<file path="src/rtl/twos_to_float_seq_pkg.sv">
// Shared types and derived-size helpers for the two's-complement to float converter.
package twos_to_float_seq_pkg;

  typedef enum logic [1:0] {
    IDLE  = 2'd0,
    NORM  = 2'd1,
    ROUND = 2'd2,
    OUT   = 2'd3
  } state_t;

  localparam int DATA_W_DEF = 12;
  localparam int EXP_W_DEF  = 3;
  localparam int MANT_W_DEF = 4;

  function automatic int shift_max(input int data_w, input int mant_w);
    return data_w - mant_w;
  endfunction

  function automatic int cnt_width(input int data_w, input int mant_w);
    return $clog2(data_w - mant_w + 1);
  endfunction

  function automatic int e_max(input int exp_w);
    return (1 << exp_w) - 1;
  endfunction

endpackage

</file>
<file path="src/rtl/twos_to_float_seq_round.sv">
// Rounds a normalised magnitude to MANT_W bits (half up) and saturates the exponent.
module float_round_sat
  import twos_to_float_seq_pkg::*;
#(
  parameter int DATA_W = DATA_W_DEF,
  parameter int EXP_W  = EXP_W_DEF,
  parameter int MANT_W = MANT_W_DEF,
  parameter int CNT_W  = cnt_width(DATA_W, MANT_W)
) (
  input  logic [DATA_W-1:0] mag,
  input  logic [CNT_W-1:0]  cnt,
  output logic [EXP_W-1:0]  e,
  output logic [MANT_W-1:0] f
);

  localparam int E_MAX = e_max(EXP_W);

  logic [MANT_W:0]   sum;
  logic [MANT_W-1:0] f_pre;
  logic [CNT_W:0]    e_full;
  logic              unused_mag;

  // Bits below the round bit only matter to the normaliser.
  assign unused_mag = ^mag;

  always_comb begin
    sum    = {1'b0, mag[DATA_W-1 -: MANT_W]} + {{MANT_W{1'b0}}, mag[DATA_W-1-MANT_W]};
    f_pre  = sum[MANT_W-1:0];
    e_full = {1'b0, cnt};
    e      = '0;
    f      = '0;
    if (sum[MANT_W]) begin
      f_pre  = MANT_W'(1) << (MANT_W - 1);
      e_full = {1'b0, cnt} + (CNT_W + 1)'(1);
    end
    if (int'(e_full) > E_MAX) begin
      e = '1;
      f = '1;
    end else begin
      e = EXP_W'(e_full);
      f = f_pre;
    end
  end

endmodule

</file>
<file path="src/rtl/twos_to_float_seq.sv">
// Sequential two's-complement to F*2^E converter; normalises one bit per clock.
module twos_to_float_seq
  import twos_to_float_seq_pkg::*;
#(
  parameter int DATA_W = DATA_W_DEF,
  parameter int EXP_W  = EXP_W_DEF,
  parameter int MANT_W = MANT_W_DEF
) (
  input  logic              clk,
  input  logic              rst,
  input  logic              in_valid,
  output logic              in_ready,
  input  logic [DATA_W-1:0] in_d,
  output logic              out_valid,
  input  logic              out_ready,
  output logic              out_s,
  output logic [EXP_W-1:0]  out_e,
  output logic [MANT_W-1:0] out_f,
  output logic              busy
);

  localparam int SHIFT_MAX = shift_max(DATA_W, MANT_W);
  localparam int CNT_W     = cnt_width(DATA_W, MANT_W);

  if (!(MANT_W < DATA_W) || (e_max(EXP_W) < DATA_W - MANT_W - 1)) begin : g_bad_params
    $fatal(1, "twos_to_float_seq: unsupported DATA_W/EXP_W/MANT_W combination");
  end

  state_t            state, state_nxt;
  logic              sign;
  logic [DATA_W-1:0] mag;
  logic [CNT_W-1:0]  cnt;
  logic [EXP_W-1:0]  e_rnd;
  logic [MANT_W-1:0] f_rnd;
  logic              norm_done;

  assign norm_done = mag[DATA_W-1] || (cnt == '0);
  assign in_ready  = (state == IDLE);
  assign out_valid = (state == OUT);
  assign busy      = (state != IDLE);

  always_ff @(posedge clk or posedge rst) begin
    if (rst) state <= IDLE;
    else     state <= state_nxt;
  end

  always_comb begin
    state_nxt = state;
    case (state)
      IDLE:    if (in_valid)  state_nxt = NORM;
      NORM:    if (norm_done) state_nxt = ROUND;
      ROUND:   state_nxt = OUT;
      OUT:     if (out_ready) state_nxt = IDLE;
      default: state_nxt = IDLE;
    endcase
  end

  always_ff @(posedge clk or posedge rst) begin
    if (rst) begin
      sign  <= 1'b0;
      mag   <= '0;
      cnt   <= '0;
      out_s <= 1'b0;
      out_e <= '0;
      out_f <= '0;
    end else begin
      case (state)
        IDLE: if (in_valid) begin
          sign <= in_d[DATA_W-1];
          // Negating the most negative value wraps to 1 followed by zeros, as wanted.
          mag  <= in_d[DATA_W-1] ? (DATA_W'(0) - in_d) : in_d;
          cnt  <= CNT_W'(SHIFT_MAX);
        end
        NORM: if (!norm_done) begin
          mag <= mag << 1;
          cnt <= cnt - CNT_W'(1);
        end
        ROUND: begin
          out_s <= sign;
          out_e <= e_rnd;
          out_f <= f_rnd;
        end
        default: ;
      endcase
    end
  end

  float_round_sat #(
    .DATA_W(DATA_W),
    .EXP_W (EXP_W),
    .MANT_W(MANT_W),
    .CNT_W (CNT_W)
  ) u_round (
    .mag(mag),
    .cnt(cnt),
    .e  (e_rnd),
    .f  (f_rnd)
  );

endmodule

</file>
<file path="config.mk">
export PLATFORM = sky130hd
export DESIGN_NAME = twos_to_float_seq
export DESIGN_NICKNAME = d
export VERILOG_FILES = /design/src/rtl/twos_to_float_seq_pkg.sv /design/src/rtl/twos_to_float_seq_round.sv /design/src/rtl/twos_to_float_seq.sv
export SDC_FILE = /design/constraint.sdc
export NUM_CORES = 1
export LEC_CHECK = 0
export CORE_MARGIN = 2
export CORE_UTILIZATION = 53
export DETAILED_ROUTE_END_ITERATION = 10
export PLACE_DENSITY = 0.76
export SYNTH_ARGS = -nofsm -noshare
export SYNTH_HDL_FRONTEND = slang
export SYNTH_SLANG_ARGS = --single-unit
</file>
<file path="constraint.sdc">
create_clock -name clk -period 2.3 [get_ports clk]
set_input_delay 0.46 -clock clk [delete_from_list [all_inputs] [get_ports clk]]
set_output_delay 0.46 -clock clk [all_outputs]
set_load 0.01 [all_outputs]
</file>
==> results of run 1 <==
## state kept, by name, summed over array words and instances (netlist names)
register  flops
cnt           4
mag          12
sign          1
state         2
out_e         3
out_f         4
out_s         1
## through the flow
step                hold WS [ns]  cell area (µm²)  utilization  power, mW
global placement          0.4588             2054       0.6675      2.159
finish                    0.4648             2081       0.6760      2.423
detailed placement        0.4771             2054       0.6675      2.220
floorplan                 0.4433             1718            -      1.741
global route              0.4986             2081       0.6760      2.623
CTS                       0.4680             2081       0.6760      2.438
## cell usage in the layout (no fill, tap or decap), types with 8 or more instances in the layout
cell type and n:
clkdlybuf4s50_1 26, nor2_1 16, dfrtp_1 27, ha_1 11, inv_1 12, nand2_1 10
nand3_1 8, buf_4 9, a21oi_1 13, mux2i_1 8
## where the power goes
part           leakage [nW]  switching, mW  total [mW]  internal (mW)
Combinational         0.565          0.717        1.37          0.651
Clock                0.0150          0.147       0.215         0.0682
Sequential            0.311          0.156       0.840          0.684
Total                 0.892           1.02        2.42           1.40
## metal layers
metal | vias up | part of all wire | GRT usage
met5 | - | 0 | 0
met4 | 0 | 0.016 | 0.08385
met3 | 5 | 0.033 | 0.03198
met2 | 31 | 0.49 | 0.3932
met1 | 718 | 0.46 | 0.2667
li1 | 733 | - | -
## critical path: stages, from the launching register on
cell and delay, ns:
dfrtp_1 0.43, inv_1 0.13, ha_1 0.28, clkdlybuf4s50_1 0.58
## cells by family (layout without fill, tap and decap cells)
| kind of cell | after synthesis | in the layout | share of synthesized area |
|---|---|---|---|
| XOR/XNOR | 6 | 6 | 0.03059 |
| AND/OR/NAND/NOR | 70 | 70 | 0.2221 |
| flip-flops | 27 | 27 | 0.3933 |
| multiplexers | 12 | 12 | 0.07283 |
| adder cells (fa/ha/maj) | 11 | 11 | 0.08012 |
| buffers and inverters | 23 | 51 | 0.05317 |
| AO/OA/AOI/OAI | 40 | 40 | 0.1479 |
## cell type report
cell class / instances / share of cell area
Timing Repair Buffer: 35 / 0.1575
Tap cell: 44 / 0.02646
Sequential cell: 27 / 0.3247
Inverter: 12 / 0.02165
Clock buffer: 4 / 0.01263
Multi-Input combinational cell: 139 / 0.4570
## worst paths after layout
kind	start	to	slack, ns	cells after the start
max reg2reg	cnt[0]	mag[10]	0.40	6
min	rst	out_f[1]	0.46	3
min in group clk	mag[0]	mag[0]	0.50	2
max	state[0]	in_ready	0.09	3
min reg2reg	mag[0]	mag[0]	0.50	2
max in group asynchronous	rst	sign	1.58	3
==> out/summary.txt, run 1 <==
Hold WC Path Type - primary input to asynchronous set/reset pin
Fmax - 451.9 MHz
Post-Place Setup Slack - 0.05878 ns
First DRT Iteration DRCs - 69
Total number of vias - 1487
Initial Utilization - 0.5581
Placed insts - 257
Crit Path Class - flop to output port
Inserted Diodes - 0
Layout Skew - 0.003612 ns
CTS root buf - clkbuf_4
P&R area growth vs syn - 21.12%
Share of cells above drive strength 1 - 0.07373
Post-CTS Hold Fix Bufs - 0
Num Clock Sinks - 27
Initial antenna violation count - 0
Max-cap violation count - 0
DIE AREA - 3712 µm²
Post-Layout Cell Count - 261
Worst Path Required - 1.84 ns
Most frequent cell after synthesis - dfrtp_1
Leakage - 0.8916 nW
Worst VDD drop - 0.0006805 V
Async S/R FF share, synth - 1.000
Routability-driven placement congestion ratio - 0.8214
CTS resizes - 0
Post-DP HPWL - 2742 µm
Worst-path clk slew - 0.15 ns
Detailed Route WL - 3623 µm
FILL cells - 277
Avg Cell Area, Syn - 9.089 µm²
Final hold vios - 0
Ys flop type - dfrtp_1
Synth top area share - 0.3933
Yosys top cell by area - dfrtp_1
Final setup fails - 0
CTS tree - done
Register area - 675.6 µm²
Antenna-violating nets left - 0
Worst path arrival time - 1.75 ns
Final worst path period share - 0.9621
Crit path capture type - output port
Ports - 27
Clock buffer depth - 2
Vias/cell - 5.697
CTS Buf Count - 3
Post-CTS Setup Bufs - 0
Syn. warnings - 0
Pwr/cell area - 1165 nW/µm²
Core ar. - 3078 µm²
Status - finished, final reports clean
Mapped Nets - 216
Gr ovfl total - 0
Die height - 60.93 µm
CP Launch Type - flop
RSZ-0062 raised after global routing - false
First-pass iteration count of the detailed router - 4
Top post-synthesis cells by area - dfrtp_1 39%, ha_1 8.0%, mux2i_1 4.7%
Syn Inst Count - 189
Area of the multi-input gates - 950.9 µm²
Synth top cells by count - 27 x dfrtp_1, 16 x nor2_1, 13 x a21oi_1
Horiz. Die Dim - 60.93 µm
Max-Slew Margin vs Limit - 0.6727
First-pass GRT wire length - 6092 µm
Clock Latency Late Sink - 0.33 ns
Seq/Total Area, Yosys - 0.3933
Port bufs - 26
Vias in the first global route - 1377
Setup ws final - 0.08724 ns
Area of the mapped netlist - 1718 µm²
Avg WL per Cell - 13.88 µm
Post-synth EDFFs - 0
Synthesized flop and latch total - 27
Layout Nets - 245
Yosys cell types - 38
H-tree levels - 1
Slew at the pin closest to its max-slew limit - 0.4904 ns
Slew Limit Fails - 0
Setup_tns - 0 ns
Gr usage total - 0.2202
Final Critical Period - 2.213 ns
Remaining DRCs - 0
Cell Rows - 20
Largest net degree at the start of global routing - 28
Crit-path max FO - 6
No activity file was read; power rests on OpenSTA's default activity.
==> run 2: changes to the inputs <==
- CORE_MARGIN: 2 -> default
==> out/summary.txt, run 2 (synthesized netlist as in run 1, its figures left out) <==
Status - finished, final reports clean (unchanged)
H-tree levels - 1 (unchanged)
Post-CTS Setup Bufs - 0 (unchanged)
CP Launch Type - flop (unchanged)
Pwr/cell area - 1179 nW/µm² (was 1165 nW/µm²)
Share of cells above drive strength 1 - 0.07442 (was 0.07373)
Register area - 675.6 µm² (unchanged)
Crit-path max FO - 6 (unchanged)
Layout Skew - 0.009430 ns (was 0.003612 ns)
Die height - 58.93 µm (was 60.93 µm)
Most frequent cells in the layout - 27 x dfrtp_1, 26 x clkdlybuf4s50_1, 16 x nor2_1, 13 x a21oi_1, 12 x inv_1 (unchanged)
Remaining DRCs - 0 (unchanged)
Final Critical Period - 2.148 ns (was 2.213 ns)
Routability-driven placement congestion ratio - 0.8808 (was 0.8214)
Finished Cell Area - 2069 µm² (was 2081 µm²)
Layout Nets - 243 (was 245)
Fmax - 465.4 MHz (was 451.9 MHz)
Vias in the first global route - 1493 (was 1377)
Worst path arrival time - 1.69 ns (was 1.75 ns)
Clock buffer depth - 2 (unchanged)
RSZ-0062 raised after global routing - false (unchanged)
Detailed Route WL - 3719 µm (was 3623 µm)
CTS Buf Count - 3 (unchanged)
Worst Path Required - 1.84 ns (about the same)
First DRT Iteration DRCs - 65 (was 69)
Core ar. - 3053 µm² (was 3078 µm²)
First-pass GRT wire length - 6624 µm (was 6092 µm)
Avg WL per Cell - 14.36 µm (was 13.88 µm)
Most common cell after layout, fill and taps aside - dfrtp_1 (unchanged)
Fin Hold WS - 0.4603 ns (was 0.4648 ns)
Leakage - 0.8832 nW (was 0.8916 nW)
Max-Slew Margin vs Limit - 0.6633 (was 0.6727)
Total number of vias - 1488 (was 1487)
Vias/cell - 5.745 (was 5.697)
Final setup fails - 0 (unchanged)
Num Clock Sinks - 27 (unchanged)
Gr usage total - 0.2514 (was 0.2202)
Gr ovfl total - 0 (unchanged)
CTS tree - done (unchanged)
Final hold vios - 0 (unchanged)
Ports - 27 (unchanged)
Post-CTS Hold Fix Bufs - 0 (unchanged)
DIE AREA - 3473 µm² (was 3712 µm²)
Crit path capture type - output port (unchanged)
Horiz. Die Dim - 58.93 µm (was 60.93 µm)
Top reg by flops - mag (unchanged)
Post-DP HPWL - 2851 µm (was 2742 µm)
Hold WC Path Type - primary input to asynchronous set/reset pin (unchanged)
Largest register FFs - 12 (unchanged)
Clock Latency Late Sink - 0.34 ns (was 0.33 ns)
Slew at the pin closest to its max-slew limit - 0.5046 ns (was 0.4904 ns)
Area of the multi-input gates - 953.4 µm² (was 950.9 µm²)
Max-cap violation count - 0 (unchanged)
Worst VDD drop - 0.0006046 V (was 0.0006805 V)
P&R area growth vs syn - 20.47% (was 21.12%)
Placed Area - 2039 µm² (was 2054 µm²)
Largest net degree at the start of global routing - 28 (unchanged)
Cell Rows - 20 (unchanged)
Antenna-violating nets left - 0 (unchanged)
Worst-path clk slew - 0.15 ns (about the same)
FILL cells - 263 (was 277)
Slew Limit Fails - 0 (unchanged)
Initial Utilization - 0.5627 (was 0.5581)
Port bufs - 26 (unchanged)
First-pass iteration count of the detailed router - 4 (unchanged)
Largest regs - mag x12, cnt x4, out_f x4 (unchanged)
CTS root buf - clkbuf_4 (unchanged)
Final worst path period share - 0.9341 (was 0.9621)
Crit Path Class - flop to output port (unchanged)
Inserted Diodes - 0 (unchanged)
Initial antenna violation count - 0 (unchanged)
==> run 2: area by class of cell <==
class | count | share of cell area
inverter | 12 | 0.02177
timing repair buffer | 33 | 0.1511
clock buffer | 3 | 0.01088
tap | 44 | 0.02660
clock inverter | 1 | 0.002418
multi-input combinational | 139 | 0.4607
sequential | 27 | 0.3265
==> run 2: routing by layer <==
metal  up-vias  share of wire  GRT usage
li1        723              -          -
met4         0          0.018     0.1020
met1       722           0.42     0.2994
met2        35           0.53     0.4562
met3         8          0.034    0.03077
met5         -              0          0
==> run 2: final timing paths <==
check | from | endpoint | slack (ns) | cells after the start
max reg2reg | cnt[0] | mag[8] | 0.34 | 6
min in group clk | mag[1] | mag[1] | 0.50 | 2
min | rst | out_e[1] | 0.46 | 3
max in group asynchronous | rst | sign | 1.58 | 3
min reg2reg | mag[1] | mag[1] | 0.50 | 2
max | state[0] | in_ready | 0.15 | 3
==> run 2: where the power goes <==
part / total (mW) / switching, mW / internal, mW
Combinational: 1.38 / 0.724 / 0.654
Clock: 0.213 / 0.147 / 0.0655
Sequential: 0.848 / 0.164 / 0.684
==> run 2: worst max-delay path, cell delays in order (launching register included) <==
cell             delay (ns)
dfrtp_1                0.43
inv_1                  0.13
ha_2                   0.25
clkdlybuf4s50_1        0.55
==> run 2: per-stage QoR <==
| stage | setup slack [ns] | utilization | std cells | setup TNS [ns] | power (mW) |
|---|---|---|---|---|---|
| final | 0.1515 | 0.6779 | 259 | 0 | 2.440 |
| after global routing | 0.04308 | 0.6779 | 259 | 0 | 2.663 |
| after CTS | 0.08214 | 0.6770 | 259 | 0 | 2.455 |
| after detailed placement | -0.002482 | 0.6680 | 255 | -0.002482 | 2.243 |
| after global placement | 0.1455 | 0.6680 | 255 | 0 | 2.155 |
| after floorplan | 0.5520 | - | 189 | 0 | 1.741 |
==> run 2: what timing repair did <==
item                                    in CTS  in global routing
gates resized for setup                      0                  1
hold endpoints to repair                     0                  0
endpoints found under the setup margin       0                  2
